## config.mk

```make
export PLATFORM = sky130hd
export DESIGN_NAME = ecc_127_bist_arb_flat
export DESIGN_NICKNAME = d
export VERILOG_FILES = /design/src/rtl/ecc_127_bist_arb_if.sv /design/src/rtl/ecc_127_bist_arb.sv /design/src/flat_wrapper.sv
export SDC_FILE = /design/constraint.sdc
export NUM_CORES = 1
export LEC_CHECK = 0
export CORE_AREA = 4 4 286 288
export CTS_CLUSTER_DIAMETER = 80
export DETAILED_ROUTE_END_ITERATION = 12
export DIE_AREA = 0 0 290 292
export SETUP_SLACK_MARGIN = 0.05
export SLEW_MARGIN = 10
export SYNTH_ARGS = -nofsm -noshare
export SYNTH_HDL_FRONTEND = slang
export SYNTH_SLANG_ARGS = --single-unit
```

## constraint.sdc

```tcl
create_clock -name clk -period 6.5 [get_ports clk]
set_input_delay 0.975 -clock clk [delete_from_list [all_inputs] [get_ports clk]]
set_output_delay 0.975 -clock clk [all_outputs]
set_load 0.02 [all_outputs]
```

## src/rtl/ecc_127_bist_arb_if.sv

```systemverilog
// Functional read port plus the shared ecc_127 decoder connection, as seen by the BIST arbiter.
interface ecc_127_bist_arb_if #(
  parameter int unsigned DATA_WIDTH   = 127,
  parameter int unsigned PARITY_WIDTH = 9
);
  logic                    func_vld;
  logic                    func_rdy;
  logic [DATA_WIDTH-1:0]   func_data;
  logic [PARITY_WIDTH-1:0] func_parity;
  logic                    func_bypass;
  logic                    func_out_vld;
  logic [DATA_WIDTH-1:0]   func_out_data;
  logic                    func_out_sbit;
  logic                    func_out_dbit;
  logic                    func_out_fault;

  logic [DATA_WIDTH-1:0]   dec_data_in;
  logic [PARITY_WIDTH-1:0] dec_parity_in;
  logic                    dec_bypass;
  logic                    dec_fdet_en;
  logic [DATA_WIDTH-1:0]   dec_data_out;
  logic                    dec_ecc_fault;
  logic                    dec_sbit_err;
  logic                    dec_dbit_err;

  modport slave (
    input  func_vld, func_data, func_parity, func_bypass,
    input  dec_data_out, dec_ecc_fault, dec_sbit_err, dec_dbit_err,
    output func_rdy, func_out_vld, func_out_data, func_out_sbit, func_out_dbit, func_out_fault,
    output dec_data_in, dec_parity_in, dec_bypass, dec_fdet_en
  );

  modport master (
    output func_vld, func_data, func_parity, func_bypass,
    output dec_data_out, dec_ecc_fault, dec_sbit_err, dec_dbit_err,
    input  func_rdy, func_out_vld, func_out_data, func_out_sbit, func_out_dbit, func_out_fault,
    input  dec_data_in, dec_parity_in, dec_bypass, dec_fdet_en
  );
endinterface

```

## src/rtl/ecc_127_bist_arb.sv

```systemverilog
// Shares one ecc_127 decoder between functional reads and a clean/single/double-bit BIST sequence.
// Functional traffic wins; BIST steps take idle slots or preempt once starved.
module ecc_127_bist_arb #(
  parameter int unsigned DATA_WIDTH   = 127,
  parameter int unsigned PARITY_WIDTH = 9,
  parameter int unsigned CNT_WIDTH    = 16
) (
  input  logic                    clk,
  input  logic                    rst_n,
  input  logic                    i_cfg_bist_en,
  input  logic [CNT_WIDTH-1:0]    i_cfg_period,
  input  logic [CNT_WIDTH-1:0]    i_cfg_starve_lim,
  input  logic                    i_cfg_fdet_en,
  input  logic [DATA_WIDTH-1:0]   i_cfg_gold_data,
  input  logic [PARITY_WIDTH-1:0] i_cfg_gold_parity,
  input  logic                    i_bist_start,
  ecc_127_bist_arb_if.slave       bus,
  output logic                    o_bist_busy,
  output logic                    o_bist_fail,
  output logic [1:0]              o_bist_fail_step,
  output logic [CNT_WIDTH-1:0]    o_bist_pass_cnt
);
  localparam int unsigned BIT_W = $clog2(DATA_WIDTH);

  typedef enum logic [2:0] {
    ST_IDLE  = 3'd0,
    ST_PEND  = 3'd1,
    ST_CLEAN = 3'd2,
    ST_SBIT  = 3'd3,
    ST_DBIT  = 3'd4
  } state_t;

  state_t                r_state;
  state_t                w_state_nxt;
  logic [CNT_WIDTH-1:0]  r_period_cnt;
  logic [CNT_WIDTH-1:0]  r_starve_cnt;
  logic [CNT_WIDTH-1:0]  r_pass_cnt;
  logic [BIT_W-1:0]      r_bit;
  logic [BIT_W-1:0]      w_bit_nxt;
  logic                  r_run_bad;
  logic                  r_fail;
  logic [1:0]            r_fail_step;
  logic [1:0]            w_step_code;
  logic                  r_out_vld;
  logic [DATA_WIDTH-1:0] r_out_data;
  logic                  r_out_sbit;
  logic                  r_out_dbit;
  logic                  r_out_fault;

  logic                  w_step_state;
  logic                  w_starved;
  logic                  w_step;
  logic                  w_func_rdy;
  logic                  w_func_acc;
  logic                  w_period_hit;
  logic                  w_mismatch;
  logic [DATA_WIDTH-1:0] w_flip1;
  logic [DATA_WIDTH-1:0] w_flip2;

  // Grant: a step runs on a free slot, or unconditionally once starved (functional port stalls).
  assign w_step_state = (r_state == ST_CLEAN) || (r_state == ST_SBIT) || (r_state == ST_DBIT);
  assign w_starved    = (r_starve_cnt >= i_cfg_starve_lim);
  assign w_step       = i_cfg_bist_en && w_step_state && (!bus.func_vld || w_starved);
  assign w_func_rdy   = !(i_cfg_bist_en && w_step_state && w_starved);
  assign w_func_acc   = bus.func_vld && w_func_rdy;
  assign w_period_hit = (r_state == ST_IDLE) && (i_cfg_period != '0) &&
                        (r_period_cnt >= i_cfg_period - CNT_WIDTH'(1));

  assign w_bit_nxt = (r_bit == BIT_W'(DATA_WIDTH - 1)) ? '0 : r_bit + BIT_W'(1);
  assign w_flip1   = DATA_WIDTH'(1) << r_bit;
  assign w_flip2   = DATA_WIDTH'(1) << w_bit_nxt;

  always_ff @(posedge clk) begin
    if (!rst_n) r_state <= ST_IDLE;
    else        r_state <= w_state_nxt;
  end

  always_comb begin
    w_state_nxt = r_state;
    case (r_state)
      ST_IDLE:  if (i_bist_start || w_period_hit) w_state_nxt = ST_PEND;
      ST_PEND:  w_state_nxt = ST_CLEAN;
      ST_CLEAN: if (w_step) w_state_nxt = ST_SBIT;
      ST_SBIT:  if (w_step) w_state_nxt = ST_DBIT;
      ST_DBIT:  if (w_step) w_state_nxt = ST_IDLE;
      default:  w_state_nxt = ST_IDLE;
    endcase
    if (!i_cfg_bist_en) w_state_nxt = ST_IDLE;
  end

  // Decoder mux and step checker; the decoder is combinational so the check sees this cycle's response.
  always_comb begin
    bus.dec_data_in   = bus.func_data;
    bus.dec_parity_in = bus.func_parity;
    bus.dec_bypass    = bus.func_bypass;
    bus.dec_fdet_en   = i_cfg_fdet_en;
    bus.func_rdy      = w_func_rdy;
    o_bist_busy       = (r_state != ST_IDLE);
    w_mismatch        = 1'b0;
    w_step_code       = 2'd0;
    if (w_step) begin
      bus.dec_parity_in = i_cfg_gold_parity;
      bus.dec_bypass    = 1'b0;
      bus.dec_fdet_en   = 1'b1;
      case (r_state)
        ST_CLEAN: begin
          bus.dec_data_in = i_cfg_gold_data;
          w_mismatch = bus.dec_sbit_err || bus.dec_dbit_err || bus.dec_ecc_fault ||
                       (bus.dec_data_out != i_cfg_gold_data);
        end
        ST_SBIT: begin
          bus.dec_data_in = i_cfg_gold_data ^ w_flip1;
          w_step_code = 2'd1;
          w_mismatch = !bus.dec_sbit_err || bus.dec_dbit_err || bus.dec_ecc_fault ||
                       (bus.dec_data_out != i_cfg_gold_data);
        end
        default: begin
          bus.dec_data_in = i_cfg_gold_data ^ w_flip1 ^ w_flip2;
          w_step_code = 2'd2;
          w_mismatch = !bus.dec_dbit_err || bus.dec_sbit_err || bus.dec_ecc_fault;
        end
      endcase
    end
  end

  always_ff @(posedge clk) begin
    if (!rst_n) begin
      r_period_cnt <= '0;
      r_starve_cnt <= '0;
      r_pass_cnt   <= '0;
      r_bit        <= '0;
      r_run_bad    <= 1'b0;
      r_fail       <= 1'b0;
      r_fail_step  <= 2'd0;
    end else begin
      if ((r_state == ST_IDLE) && (w_state_nxt == ST_IDLE) && i_cfg_bist_en && (i_cfg_period != '0))
        r_period_cnt <= r_period_cnt + CNT_WIDTH'(1);
      else
        r_period_cnt <= '0;

      if (w_state_nxt == ST_IDLE)
        r_starve_cnt <= '0;
      else if ((r_state != ST_IDLE) && !w_step && (r_starve_cnt != '1))
        r_starve_cnt <= r_starve_cnt + CNT_WIDTH'(1);

      if (r_state == ST_IDLE)
        r_run_bad <= 1'b0;
      else if (w_step && w_mismatch)
        r_run_bad <= 1'b1;

      if (w_step && w_mismatch) begin
        r_fail <= 1'b1;
        if (!r_fail) r_fail_step <= w_step_code;
      end

      // Run completion: advance the walking bit and credit a clean run.
      if (w_step && (r_state == ST_DBIT)) begin
        r_bit <= w_bit_nxt;
        if (!r_run_bad && !w_mismatch && (r_pass_cnt != '1))
          r_pass_cnt <= r_pass_cnt + CNT_WIDTH'(1);
      end
    end
  end

  always_ff @(posedge clk) begin
    if (!rst_n) begin
      r_out_vld   <= 1'b0;
      r_out_data  <= '0;
      r_out_sbit  <= 1'b0;
      r_out_dbit  <= 1'b0;
      r_out_fault <= 1'b0;
    end else begin
      r_out_vld <= w_func_acc;
      if (w_func_acc) begin
        r_out_data  <= bus.dec_data_out;
        r_out_sbit  <= bus.dec_sbit_err;
        r_out_dbit  <= bus.dec_dbit_err;
        r_out_fault <= bus.dec_ecc_fault;
      end
    end
  end

  assign bus.func_out_vld   = r_out_vld;
  assign bus.func_out_data  = r_out_data;
  assign bus.func_out_sbit  = r_out_sbit;
  assign bus.func_out_dbit  = r_out_dbit;
  assign bus.func_out_fault = r_out_fault;
  assign o_bist_fail        = r_fail;
  assign o_bist_fail_step   = r_fail_step;
  assign o_bist_pass_cnt    = r_pass_cnt;
endmodule
```

## src/flat_wrapper.sv

```systemverilog
// flat-port wrapper written by rule: the top's interface ports become plain ports
module ecc_127_bist_arb_flat 
#(
  parameter int unsigned DATA_WIDTH   = 127,
  parameter int unsigned PARITY_WIDTH = 9,
  parameter int unsigned CNT_WIDTH    = 16
)
  (clk, rst_n, i_cfg_bist_en, i_cfg_period, i_cfg_starve_lim, i_cfg_fdet_en, i_cfg_gold_data, i_cfg_gold_parity, i_bist_start, o_bist_busy, o_bist_fail, o_bist_fail_step, o_bist_pass_cnt, bus_func_vld, bus_func_data, bus_func_parity, bus_func_bypass, bus_dec_data_out, bus_dec_ecc_fault, bus_dec_sbit_err, bus_dec_dbit_err, bus_func_rdy, bus_func_out_vld, bus_func_out_data, bus_func_out_sbit, bus_func_out_dbit, bus_func_out_fault, bus_dec_data_in, bus_dec_parity_in, bus_dec_bypass, bus_dec_fdet_en);
  ecc_127_bist_arb_if #(.DATA_WIDTH(DATA_WIDTH), .PARITY_WIDTH(PARITY_WIDTH)) bus_i ();
  input  logic clk;
  input  logic rst_n;
  input  logic i_cfg_bist_en;
  input  logic [CNT_WIDTH-1:0] i_cfg_period;
  input  logic [CNT_WIDTH-1:0] i_cfg_starve_lim;
  input  logic i_cfg_fdet_en;
  input  logic [DATA_WIDTH-1:0] i_cfg_gold_data;
  input  logic [PARITY_WIDTH-1:0] i_cfg_gold_parity;
  input  logic i_bist_start;
  output logic o_bist_busy;
  output logic o_bist_fail;
  output logic [1:0] o_bist_fail_step;
  output logic [CNT_WIDTH-1:0] o_bist_pass_cnt;
  input wire logic [$bits(bus_i.func_vld)-1:0] bus_func_vld;
  input wire logic [$bits(bus_i.func_data)-1:0] bus_func_data;
  input wire logic [$bits(bus_i.func_parity)-1:0] bus_func_parity;
  input wire logic [$bits(bus_i.func_bypass)-1:0] bus_func_bypass;
  input wire logic [$bits(bus_i.dec_data_out)-1:0] bus_dec_data_out;
  input wire logic [$bits(bus_i.dec_ecc_fault)-1:0] bus_dec_ecc_fault;
  input wire logic [$bits(bus_i.dec_sbit_err)-1:0] bus_dec_sbit_err;
  input wire logic [$bits(bus_i.dec_dbit_err)-1:0] bus_dec_dbit_err;
  output wire logic [$bits(bus_i.func_rdy)-1:0] bus_func_rdy;
  output wire logic [$bits(bus_i.func_out_vld)-1:0] bus_func_out_vld;
  output wire logic [$bits(bus_i.func_out_data)-1:0] bus_func_out_data;
  output wire logic [$bits(bus_i.func_out_sbit)-1:0] bus_func_out_sbit;
  output wire logic [$bits(bus_i.func_out_dbit)-1:0] bus_func_out_dbit;
  output wire logic [$bits(bus_i.func_out_fault)-1:0] bus_func_out_fault;
  output wire logic [$bits(bus_i.dec_data_in)-1:0] bus_dec_data_in;
  output wire logic [$bits(bus_i.dec_parity_in)-1:0] bus_dec_parity_in;
  output wire logic [$bits(bus_i.dec_bypass)-1:0] bus_dec_bypass;
  output wire logic [$bits(bus_i.dec_fdet_en)-1:0] bus_dec_fdet_en;
  assign bus_i.func_vld = bus_func_vld;
  assign bus_i.func_data = bus_func_data;
  assign bus_i.func_parity = bus_func_parity;
  assign bus_i.func_bypass = bus_func_bypass;
  assign bus_i.dec_data_out = bus_dec_data_out;
  assign bus_i.dec_ecc_fault = bus_dec_ecc_fault;
  assign bus_i.dec_sbit_err = bus_dec_sbit_err;
  assign bus_i.dec_dbit_err = bus_dec_dbit_err;
  assign bus_func_rdy = bus_i.func_rdy;
  assign bus_func_out_vld = bus_i.func_out_vld;
  assign bus_func_out_data = bus_i.func_out_data;
  assign bus_func_out_sbit = bus_i.func_out_sbit;
  assign bus_func_out_dbit = bus_i.func_out_dbit;
  assign bus_func_out_fault = bus_i.func_out_fault;
  assign bus_dec_data_in = bus_i.dec_data_in;
  assign bus_dec_parity_in = bus_i.dec_parity_in;
  assign bus_dec_bypass = bus_i.dec_bypass;
  assign bus_dec_fdet_en = bus_i.dec_fdet_en;
  ecc_127_bist_arb #(.DATA_WIDTH(DATA_WIDTH), .PARITY_WIDTH(PARITY_WIDTH), .CNT_WIDTH(CNT_WIDTH)) u_core (.clk(clk), .rst_n(rst_n), .i_cfg_bist_en(i_cfg_bist_en), .i_cfg_period(i_cfg_period), .i_cfg_starve_lim(i_cfg_starve_lim), .i_cfg_fdet_en(i_cfg_fdet_en), .i_cfg_gold_data(i_cfg_gold_data), .i_cfg_gold_parity(i_cfg_gold_parity), .i_bist_start(i_bist_start), .bus(bus_i), .o_bist_busy(o_bist_busy), .o_bist_fail(o_bist_fail), .o_bist_fail_step(o_bist_fail_step), .o_bist_pass_cnt(o_bist_pass_cnt));
endmodule
```

==> impl_metrics.ini <==
[sta]
timing.final.crit_period_ns = 5.991
final-setup-viol-count = 0
rsz0062_at_grt = false
hold_viol_final = 0
tightest_slew_ns = 1.230
max_freq_ghz = 0.1669
fin_skew_ns = 0.03376
fin_tns_setup_ns = 0
finalCritPeriodShare_pct = 92.17
final_max_slew_viol_count = 0
slew-limit-headroom_pct = 17.27

[grt]
grt_pass1_vias = 19277
antenna_found_initial = 21
grt_overflow_total = 0
grt_max_degree = 131
grt_usage_pct = 25.30
grt_first_pass_wirelength_um = 152300

[clocking]
hold_buffers = 0
clkSlewWorstSetupHoldPaths_ns = 0.08
cts_buffers = 17
root_buffer = clkbuf_16
post-cts-setup-buffer-count = 0
cts_resized = 0
cts_tree = done
clockBufferDepth = 2
h-tree-depth = 4
clk_latency_ns = 0.51
cts.sinks = 193

[power]
powerDensity_nw_per_um2 = 138.2
p_sw_w = 0.001235
switching_share_pct = 35.19
intPower_w = 0.002273
clkPwrFrac_pct = 32.5
p_seq_share_pct = 35.7
peakVddDrop_uv = 194.9
combPwrFrac_pct = 31.8
leakage_nw = 9.082

[synth]
ys_ff_latch = 193
synth_flop_cell = dfxtp_1
synthesis.area_um2 = 16160
async_flop_share_pct = 0
ys_seq_area_share_pct = 23.92
ys_types = 63
postSynthAreaPerCell_um2 = 6.665
syn-instance-count = 2424
synth.area.top_cells = dfxtp_1, nand2_1, xor2_1, xnor2_1, a21oi_1
synth_edf_count = 0
yosys.area.top_type = dfxtp_1
syn-num-nets = 2907
ys_warn_count = 0
synth_top_cell_area_share_pct = 23.92

[final_layout]
final.fill_count = 8630
area_growth_pct = 57.15
finalNetCount = 3555
final_cell_area_um2 = 25390
drive_gt1_share_pct = 3.987

[floorplan]
die_x_um = 290
die_area_um2 = 84680
start_util_pct = 20.48
core-area_um2 = 78870
die_h_um = 292
io-pin-count = 731
rows = 103

[worst_setup_path]
worst-path-max-fanout = 8
cp.arrival_ns = 5.02
critical_path_class = reg2out
timing.rr.end = u_core.o_bist_pass_cnt[8]
reg2reg_slack_ns = 2.20
worstPathRequired_ns = 5.52
end_kind = output port
rr_startpoint = u_core.r_state[2]
reg2reg_depth = 11
start_kind = flip-flop

[place]
dp_hpwl_um = 94820
io_buffers = 730
gp_congestion = 1.032
placed_area_um2 = 24780

[status]
status = finished, final reports clean

[routing]
ant_nets = 0
first_pass_iters = 6
wl_um = 114000
vias = 20714
viasPerCell = 4.999
wl_per_cell_um = 27.50
first_iter_violations = 2346
drc = 0

[min_path]
hold_class = reg2reg
hold_path_startpoint = u_core.bus.func_out_data[67]
whs_endpoint = u_core.bus.func_out_data[67]
whs_path_depth = 2

[job]
drv_cap = 0
[how the worst max path moves through the flow]
| stage | endpoint | startpoint | slack [ns] |
|---|---|---|---|
| after floorplan | bus_dec_data_in[125] | i_cfg_starve_lim[15] | 1.95 |
| after global placement | bus_dec_data_in[114] | i_cfg_starve_lim[0] | 0.96 |
| after detailed placement | bus_dec_data_in[114] | i_cfg_starve_lim[15] | 0.96 |
| after CTS | bus_dec_data_in[71] | u_core.r_bit[0] | 0.68 |
| after global routing | bus_dec_data_in[15] | u_core.r_bit[0] | 0.29 |
| final | bus_dec_data_in[30] | u_core.r_bit[0] | 0.51 |
[per-stage QoR]
| stage | hold slack, ns | power, W | std cells | utilization [%] | setup slack (ns) |
|---|---|---|---|---|---|
| 3_3_place_gp | 0.4405 | 0.002385 | 4103 | 31.42 | 0.9636 |
| 4_1_cts | 0.4579 | 0.003549 | 4135 | 32.16 | 0.6764 |
| 5_1_grt | 0.4717 | 0.003637 | 4137 | 32.17 | 0.2938 |
| 3_5_place_dp | 0.4462 | 0.002388 | 4103 | 31.42 | 0.9626 |
| 6_report | 0.4550 | 0.003508 | 4144 | 32.19 | 0.5088 |
| 2_1_floorplan | 0.4410 | 0.001663 | 2424 | - | 1.950 |
[sequential cells by signal (all words and copies together) (netlist names), 2 cells and up]
register / cells
u_core.r_bit: 7
u_core.r_starve_cnt: 16
u_core.o_bist_fail_step: 2
u_core.o_bist_pass_cnt: 16
u_core.r_state: 3
u_core.bus.func_out_data: 127
u_core.r_period_cnt: 16
[worst max-delay path: stages (launching register included)]
cell and delay, ns:
dfxtp_1 0.47, inv_1 0.15, ha_1 0.30, nand2_1 0.15, nor3_1 0.12, buf_4 0.19
nor3_1 0.58, nand3_1 0.54, nor2_1 0.22, o21ai_1 0.08, a31oi_1 0.57, xor2_1 0.30
o21ai_1 0.21, clkdlybuf4s50_1 0.65
[cell families after synthesis]
kind of cell	after synthesis	synth area share (%)
and+or+nand+nor	1008	26.86
buffers and inverters	234	5.607
xor gates and xnor gates	338	18.32
adders and majority gates	42	3.253
muxes	4	0.2478
DFF	193	23.92
AOI/OAI and AO/OA	605	21.79
[placed cells by master, fill, tap and decap left out, types with 21 or more instances in the layout]
master | netlist | routed
nand4_1 | 27 | 27
nor3_1 | 21 | 21
o21ai_0 | 91 | 91
a211oi_1 | 27 | 27
a21oi_1 | 214 | 213
clkdlybuf4s50_1 | 0 | 723
nand3_1 | 88 | 88
dfxtp_1 | 193 | 193
buf_4 | 0 | 52
xnor2_1 | 163 | 163
nand2b_1 | 25 | 24
nor2_1 | 194 | 194
nand2_1 | 562 | 561
ha_1 | 42 | 42
o21ai_1 | 98 | 97
inv_1 | 73 | 72
o22ai_1 | 65 | 65
a22oi_1 | 39 | 39
xor2_1 | 175 | 175
[cell type report]
type	instances	area, µm²	share of cell area [%]
multi-input cells	1997	11430	45.01
repair buffers	788	7888	31.07
flip-flops and latches	193	3864	15.22
well taps	1050	1314	5.175
clock buffers	18	429.2	1.690
inverters	75	286.5	1.129
clock inverters	14	158.9	0.6259
diodes	9	22.52	0.08871
[per-layer routing]
| metal | track usage (%) | up-vias | share of wire (%) |
|---|---|---|---|
| met5 | 0 | - | 0.075 |
| met4 | 6.381 | 16 | 2.6 |
| met1 | 34.39 | 9800 | 43 |
| li1 | - | 9547 | - |
| met3 | 7.248 | 132 | 10 |
| met2 | 39.43 | 1219 | 44 |
[synthesized netlist by cell type, types with 11 or more instances]
| master | n |
|---|---|
| nand2_1 | 562 |
| a21oi_1 | 214 |
| nor2_1 | 194 |
| dfxtp_1 | 193 |
| xor2_1 | 175 |
| xnor2_1 | 163 |
| clkbuf_1 | 130 |
| o21ai_1 | 98 |
| o21ai_0 | 91 |
| nand3_1 | 88 |
| inv_1 | 73 |
| o22ai_1 | 65 |
| ha_1 | 42 |
| a22oi_1 | 39 |
| a211oi_1 | 27 |
| nand4_1 | 27 |
| nand2b_1 | 25 |
| nor3_1 | 21 |
| nor4_1 | 19 |
| buf_2 | 15 |
| buf_1 | 12 |
| or4_1 | 11 |
[power groups by stage]
stage | Clock (W) | Combinational (W) | Sequential (W)
after floorplan | 0 | 0.000332 | 0.00133
after global placement | 0 | 0.00111 | 0.00128
after detailed placement | 0 | 0.00111 | 0.00128
after CTS | 0.00118 | 0.00111 | 0.00125
after global routing | 0.00121 | 0.00117 | 0.00126
final | 0.00114 | 0.00112 | 0.00125
Note: power is estimated with default switching activity, not from simulation.
